==> src/rtl/axis_pattern_gen.sv <==
// AXI4-Stream test-pattern master: counter, walking-one and beat-index
// patterns with packetisation, TLAST/TUSER framing and a packet counter.
module axis_pattern_gen #(
  parameter int C_M_AXIS_TDATA_WIDTH = 32,
  parameter int C_M_AXIS_START_COUNT = 32,
  parameter int C_LEN_WIDTH          = 16,
  parameter int C_PKTCNT_WIDTH       = 16
) (
  input  logic                              m_axis_aclk,
  input  logic                              m_axis_aresetn,
  input  logic                              enable,
  input  logic [1:0]                        mode,
  input  logic [7:0]                        step,
  input  logic [C_LEN_WIDTH-1:0]            pkt_len,
  output logic                              busy,
  output logic [C_PKTCNT_WIDTH-1:0]         pkt_count,
  output logic                              m_axis_tvalid,
  output logic [C_M_AXIS_TDATA_WIDTH-1:0]   m_axis_tdata,
  output logic [C_M_AXIS_TDATA_WIDTH/8-1:0] m_axis_tstrb,
  output logic                              m_axis_tlast,
  output logic                              m_axis_tuser,
  input  logic                              m_axis_tready
);

  localparam int W  = C_M_AXIS_TDATA_WIDTH;
  localparam int LW = C_LEN_WIDTH;
  localparam int PW = C_PKTCNT_WIDTH;

  localparam logic [15:0]   INIT_LAST = 16'(C_M_AXIS_START_COUNT - 1);
  localparam logic [LW-1:0] LEN_ONE   = LW'(1);
  localparam logic [PW-1:0] PKT_ONE   = PW'(1);
  localparam logic [W-1:0]  DATA_ONE  = W'(1);

  typedef enum logic [1:0] {
    S_INIT,
    S_IDLE,
    S_SEND
  } state_e;

  state_e        state_q, state_d;
  logic [15:0]   init_cnt_q, init_cnt_d;
  logic [1:0]    mode_q, mode_d;
  logic [7:0]    step_q, step_d;
  logic [LW-1:0] len_q, len_d;
  logic [LW-1:0] beat_q, beat_d;
  logic [W-1:0]  d_q, d_d;
  logic [W-1:0]  tdata_q, tdata_d;
  logic          tvalid_q, tvalid_d;
  logic          tlast_q, tlast_d;
  logic          tuser_q, tuser_d;
  logic          busy_q, busy_d;
  logic [PW-1:0] pkt_cnt_q, pkt_cnt_d;

  logic          xfer;
  logic          last_beat;
  logic          start;
  logic [LW-1:0] len_in;
  logic [LW-1:0] beat_nx;
  logic [W-1:0]  step_w;
  logic [W-1:0]  d_adv;

  assign xfer      = tvalid_q & m_axis_tready;
  assign last_beat = (beat_q == (len_q - LEN_ONE));
  assign len_in    = (pkt_len == '0) ? LEN_ONE : pkt_len;
  assign beat_nx   = beat_q + LEN_ONE;
  assign step_w    = W'(step_q);

  // Running value after the current beat transfers (counter modes only)
  always_comb begin
    d_adv = d_q;
    if (mode_q == 2'b00) begin
      d_adv = d_q + step_w;
    end else if (mode_q == 2'b01) begin
      d_adv = d_q - step_w;
    end
  end

  always_comb begin
    state_d    = state_q;
    init_cnt_d = init_cnt_q;
    mode_d     = mode_q;
    step_d     = step_q;
    len_d      = len_q;
    beat_d     = beat_q;
    d_d        = d_q;
    tdata_d    = tdata_q;
    tvalid_d   = tvalid_q;
    tlast_d    = tlast_q;
    tuser_d    = tuser_q;
    busy_d     = busy_q;
    pkt_cnt_d  = pkt_cnt_q;
    start      = 1'b0;

    unique case (state_q)
      S_INIT: begin
        if (init_cnt_q == INIT_LAST) begin
          state_d = S_IDLE;
        end else begin
          init_cnt_d = init_cnt_q + 16'd1;
        end
      end
      S_IDLE: begin
        start = enable;
      end
      S_SEND: begin
        if (xfer) begin
          if (!mode_q[1]) begin
            d_d = d_adv;
          end
          if (last_beat) begin
            pkt_cnt_d = pkt_cnt_q + PKT_ONE;
            if (enable) begin
              start = 1'b1;
            end else begin
              state_d  = S_IDLE;
              tvalid_d = 1'b0;
              tlast_d  = 1'b0;
              tuser_d  = 1'b0;
              busy_d   = 1'b0;
            end
          end else begin
            beat_d  = beat_nx;
            tuser_d = 1'b0;
            tlast_d = (beat_nx == (len_q - LEN_ONE));
            unique case (mode_q)
              2'b10:   tdata_d = {tdata_q[W-2:0], tdata_q[W-1]};
              2'b11:   tdata_d = W'(beat_nx);
              default: tdata_d = d_adv;
            endcase
          end
        end
      end
      default: begin
        state_d = S_INIT;
      end
    endcase

    // Packet start: latch controls and present beat 0
    if (start) begin
      state_d  = S_SEND;
      mode_d   = mode;
      step_d   = step;
      len_d    = len_in;
      beat_d   = '0;
      tvalid_d = 1'b1;
      tuser_d  = 1'b1;
      busy_d   = 1'b1;
      tlast_d  = (len_in == LEN_ONE);
      unique case (mode)
        2'b10:   tdata_d = DATA_ONE;
        2'b11:   tdata_d = '0;
        default: tdata_d = d_d;
      endcase
    end
  end

  always_ff @(posedge m_axis_aclk or negedge m_axis_aresetn) begin
    if (!m_axis_aresetn) begin
      state_q    <= S_INIT;
      init_cnt_q <= '0;
      mode_q     <= '0;
      step_q     <= '0;
      len_q      <= LEN_ONE;
      beat_q     <= '0;
      d_q        <= '0;
      tdata_q    <= '0;
      tvalid_q   <= 1'b0;
      tlast_q    <= 1'b0;
      tuser_q    <= 1'b0;
      busy_q     <= 1'b0;
      pkt_cnt_q  <= '0;
    end else begin
      state_q    <= state_d;
      init_cnt_q <= init_cnt_d;
      mode_q     <= mode_d;
      step_q     <= step_d;
      len_q      <= len_d;
      beat_q     <= beat_d;
      d_q        <= d_d;
      tdata_q    <= tdata_d;
      tvalid_q   <= tvalid_d;
      tlast_q    <= tlast_d;
      tuser_q    <= tuser_d;
      busy_q     <= busy_d;
      pkt_cnt_q  <= pkt_cnt_d;
    end
  end

  assign busy          = busy_q;
  assign pkt_count     = pkt_cnt_q;
  assign m_axis_tvalid = tvalid_q;
  assign m_axis_tdata  = tdata_q;
  assign m_axis_tstrb  = '1;
  assign m_axis_tlast  = tlast_q;
  assign m_axis_tuser  = tuser_q;

endmodule

==> config.mk <==
export PLATFORM = sky130hd
export DESIGN_NAME = axis_pattern_gen
export DESIGN_NICKNAME = d
export VERILOG_FILES = /design/src/rtl/axis_pattern_gen.sv
export SDC_FILE = /design/constraint.sdc
export NUM_CORES = 1
export LEC_CHECK = 0
export CAP_MARGIN = 15
export CORE_MARGIN = 5
export CORE_UTILIZATION = 40
export CTS_BUF_LIST = sky130_fd_sc_hd__clkbuf_4
export CTS_CLUSTER_SIZE = 10
export DETAILED_ROUTE_END_ITERATION = 6
export DONT_BUFFER_PORTS = 1
export SYNTH_ARGS = -nofsm -noshare
export SYNTH_HDL_FRONTEND = slang
export SYNTH_SLANG_ARGS = --single-unit
export TNS_END_PERCENT = 20
==> constraint.sdc <==
create_clock -name m_axis_aclk -period 3.5 [get_ports m_axis_aclk]
set_clock_uncertainty 0.2 [all_clocks]
set_input_delay 0.7 -clock m_axis_aclk [delete_from_list [all_inputs] [get_ports m_axis_aclk]]
set_output_delay 0.7 -clock m_axis_aclk [all_outputs]
set_load 0.05 [all_outputs]
==> qor.yml <==
status: "complete, but fails checks"
violations: "DRC, hold timing"
min_period_over_period: 0.962
start_util: 0.406
synth_edf_count: 0
fmax_ghz: 0.297
wl_per_cell_um: 19.0
met3WireLength_mm: 1.71
fp.dieW_um: 167
switching_share: 0.511
htreeDepth: 4
fillers: 2439
crit_fanout: 18
post_dp_cell_area_um2: 10500
layout-drive-gt1-share: 0.126
setup_violations: 0
yosys.cell_count.top_type: "dfrtp_1"
grt_max_degree: 144
switchingPower_mw: 5.12
numCtsBuffers: 17
slowest_stage: "or4b_4"
power_frac_clock: 0.114
nNetsFinal: 1237
power_mw: 10.0
place_congestion: 0.941
hold_viol_final: 143
final_area_um2: 11100
yosys-top-cells-count: "142 x dfrtp_1, 140 x nand2_1, 93 x nor2_1"
top_level_ports: 86
finalNonFillerCells: 1520
io_buffer_count: 0
combPwrFrac: 0.527
whs_ns: -0.389
drt-pass1-iter-count: 7
synth_area_um2: 9840
drtIter0Drc: 710
cp-start-kind: "register"
dp_cells: 1464
yosysTopAreaCellShare: 0.361
crit_chain: "inv_1 -> ha_4 -> or4b_4 -> a2111oi_4 -> o22ai_2 -> a211oi_2 -> nand4_2 -> buf_4 -> o31ai_4 -> buf_4 -> clkbuf_16 -> nand3_1 -> o21ai_0"
critPathArrivalTime_ns: 3.66
grt-ovfl-total: 0
ys_seq_elements: 143
pre_cts_slack_ns: 0.0285
p_leak_nw: 4.73
yosysWarningCount: 0
cp_common_cell: "buf_4"
cp-end-kind: "register"
critPathRequiredTime_ns: 3.79
grt_usage: 0.206
vias: 8688
seqPwrFrac: 0.359
clkTransAtPathRegs_ns: 0.15
max_slew_margin: 0.514
grt_pass1_vias: 8478
ys.flop_type: "dfrtp_1"
netlist.top_cell.by_area: "dfrtp_1"
cts_root_buffer: "clkbuf_4"
hold_class: "in2async"
avgSynthCellArea_um2: 8.57
rows: 57
syn2layout_area_growth_pct: 12.6
yosysSeqAreaShare: 0.364
routed_wirelength_mm: 28.9
clockBufferDepth: 2
power_density_nw_per_um2: 904
max_stage_delay_ns: 0.51
synth_area_leaders: "dfrtp_1 36%, xnor2_1 7.7%, nand2_1 5.3%"
grt_first_pass_wirelength_mm: 47.0
async_reset_ff_frac: 1.00
critPathKind: "reg2reg"
viasPerCell: 5.72
met1Wirelength_mm: 13.1
synthDistinctLibCells: 80
finalMaxSlewViolations: 0
internal_power_mw: 4.90
hpwl_mm: 20.8
syn-instance-count: 1149
ant_nets: 0
worst_pin_slew_ns: 0.728
antenna_found_initial: 1
setup_ws_ns: 0.133
highest_layer: "met4"
dieArea_um2: 27800
cts_tree: "done"
core_um2: 24200
drc_errors: 2
chipHeight_um: 167
clk_latency_ns: 0.57
wl_met2_mm: 13.2
min_period_ns: 3.37
cap_violations: 0
peakVddDrop_mv: 0.329
cts_sinks: 143
## routing by layer
metal / GRT usage / vias up
met1: 0.282 / 4227
met5: 0 / -
li1: - / 4140
met4: 0.0687 / 0
met3: 0.0443 / 61
met2: 0.326 / 260
## cell type report
type / instances / area, um2 / area share
Antenna cell: 1 / 2.50 / 0.000226
Clock buffer: 17 / 128 / 0.0115
Clock inverter: 15 / 160 / 0.0145
Inverter: 32 / 120 / 0.0108
Multi-Input combinational cell: 893 / 5830 / 0.526
Sequential cell: 143 / 3580 / 0.323
Tap cell: 324 / 405 / 0.0366
Timing Repair Buffer: 95 / 851 / 0.0768
## repair_timing
| action | 4_1_cts | 5_1_grt |
|---|---|---|
| hold endpoints to repair | 162 | 144 |
| gates cloned | 0 | 1 |
| pin swaps | 1 | 7 |
| setup buffers | 0 | 2 |
| endpoints found under the setup margin | 2 | 85 |
| gates resized for setup | 0 | 11 |
| hold buffers | 19 | 1 |
## per-stage QoR
stage                util   TNS, ns  hold slack [ns]
floorplan               -         0            0.204
global route        0.457    -0.110           -0.454
detailed placement  0.433         0            0.215
finish              0.457         0           -0.389
global placement    0.433         0            0.214
CTS                 0.452  -0.00134           -0.439
## layout by cell type (no fill, tap or decap), types with 5 or more instances in the layout
cell type / instances
dfrtp_1: 142
nand2_1: 140
nor2_1: 93
xnor2_1: 87
nand3_1: 71
buf_4: 67
o21ai_0: 55
xor2_1: 55
a21oi_1: 43
inv_1: 31
nor3_1: 31
ha_1: 22
and3_1: 21
nand4_1: 20
a21o_1: 20
dlygate4sd3_1: 20
clkbuf_4: 17
nor4_1: 14
mux2i_1: 13
o211ai_1: 11
a211oi_1: 11
a31oi_1: 10
or2_2: 9
or3_1: 8
a32o_1: 8
mux2_2: 7
o221a_2: 7
or4_1: 6
nor2b_1: 6
nand2b_1: 6
o31ai_1: 6
o22ai_1: 5
and2_1: 5
a211o_1: 5
a32oi_1: 5
and4_1: 5
clkinv_4: 5
buf_12: 5
## critical path: cells and delay by family (launching register included)
family,cells,cell delay [ns]
AO/OA/AOI/OAI,5,0.99
adder cells (fa/ha/maj),1,0.16
buffers and inverters,4,0.72
flip-flops,1,0.39
AND/OR/NAND/NOR,3,0.82
## power by group through the flow
stage,logic (mW),registers (mW),clock network (mW)
6_report,5.28,3.60,1.14
5_1_grt,5.82,3.68,1.26
4_1_cts,5.14,3.59,1.17
3_5_place_dp,5.09,3.62,0
3_3_place_gp,5.03,3.62,0
2_1_floorplan,3.87,3.24,0
## flip-flops by register name, indices dropped and copies added, names as in the netlist
signal,cells
m_axis_tdata,32
mode_q,2
beat_q,16
state_q,2
len_q,16
pkt_count,16
init_cnt_q,16
step_q,8
m_axis_tuser,1
busy,1
d_q,32
m_axis_tlast,1
## kinds of logic (layout without fill, tap and decap cells)
logic type               Yosys count  after routing  share of synthesized area
AND/OR/NAND/NOR                  463            463                      0.232
other                              1              5                   0.000381
AO/OA/AOI/OAI                    236            236                      0.167
multiplexers                      20             20                     0.0212
XOR/XNOR                         144            144                      0.131
buffers and inverters            116            159                     0.0498
flip-flops                       143            143                      0.364
adder cells (fa/ha/maj)           26             26                     0.0343
## path summary, 6_finish.rpt
path                                      from               to  slack [ns]  depth (start not counted)
worst min-delay path            m_axis_aresetn        beat_q[2]       -0.39                          0
max in group asynchronous       m_axis_aresetn           d_q[8]        3.17                          0
worst max register to register        len_q[0]  m_axis_tdata[3]        0.13                         13
min in group m_axis_aclk               step[5]        step_q[5]        0.06                          2
worst max-delay path                  len_q[0]  m_axis_tdata[3]        0.13                         13
worst min register to register  init_cnt_q[15]   init_cnt_q[15]        0.30                          1
No activity file was read; power rests on OpenSTA's default activity.
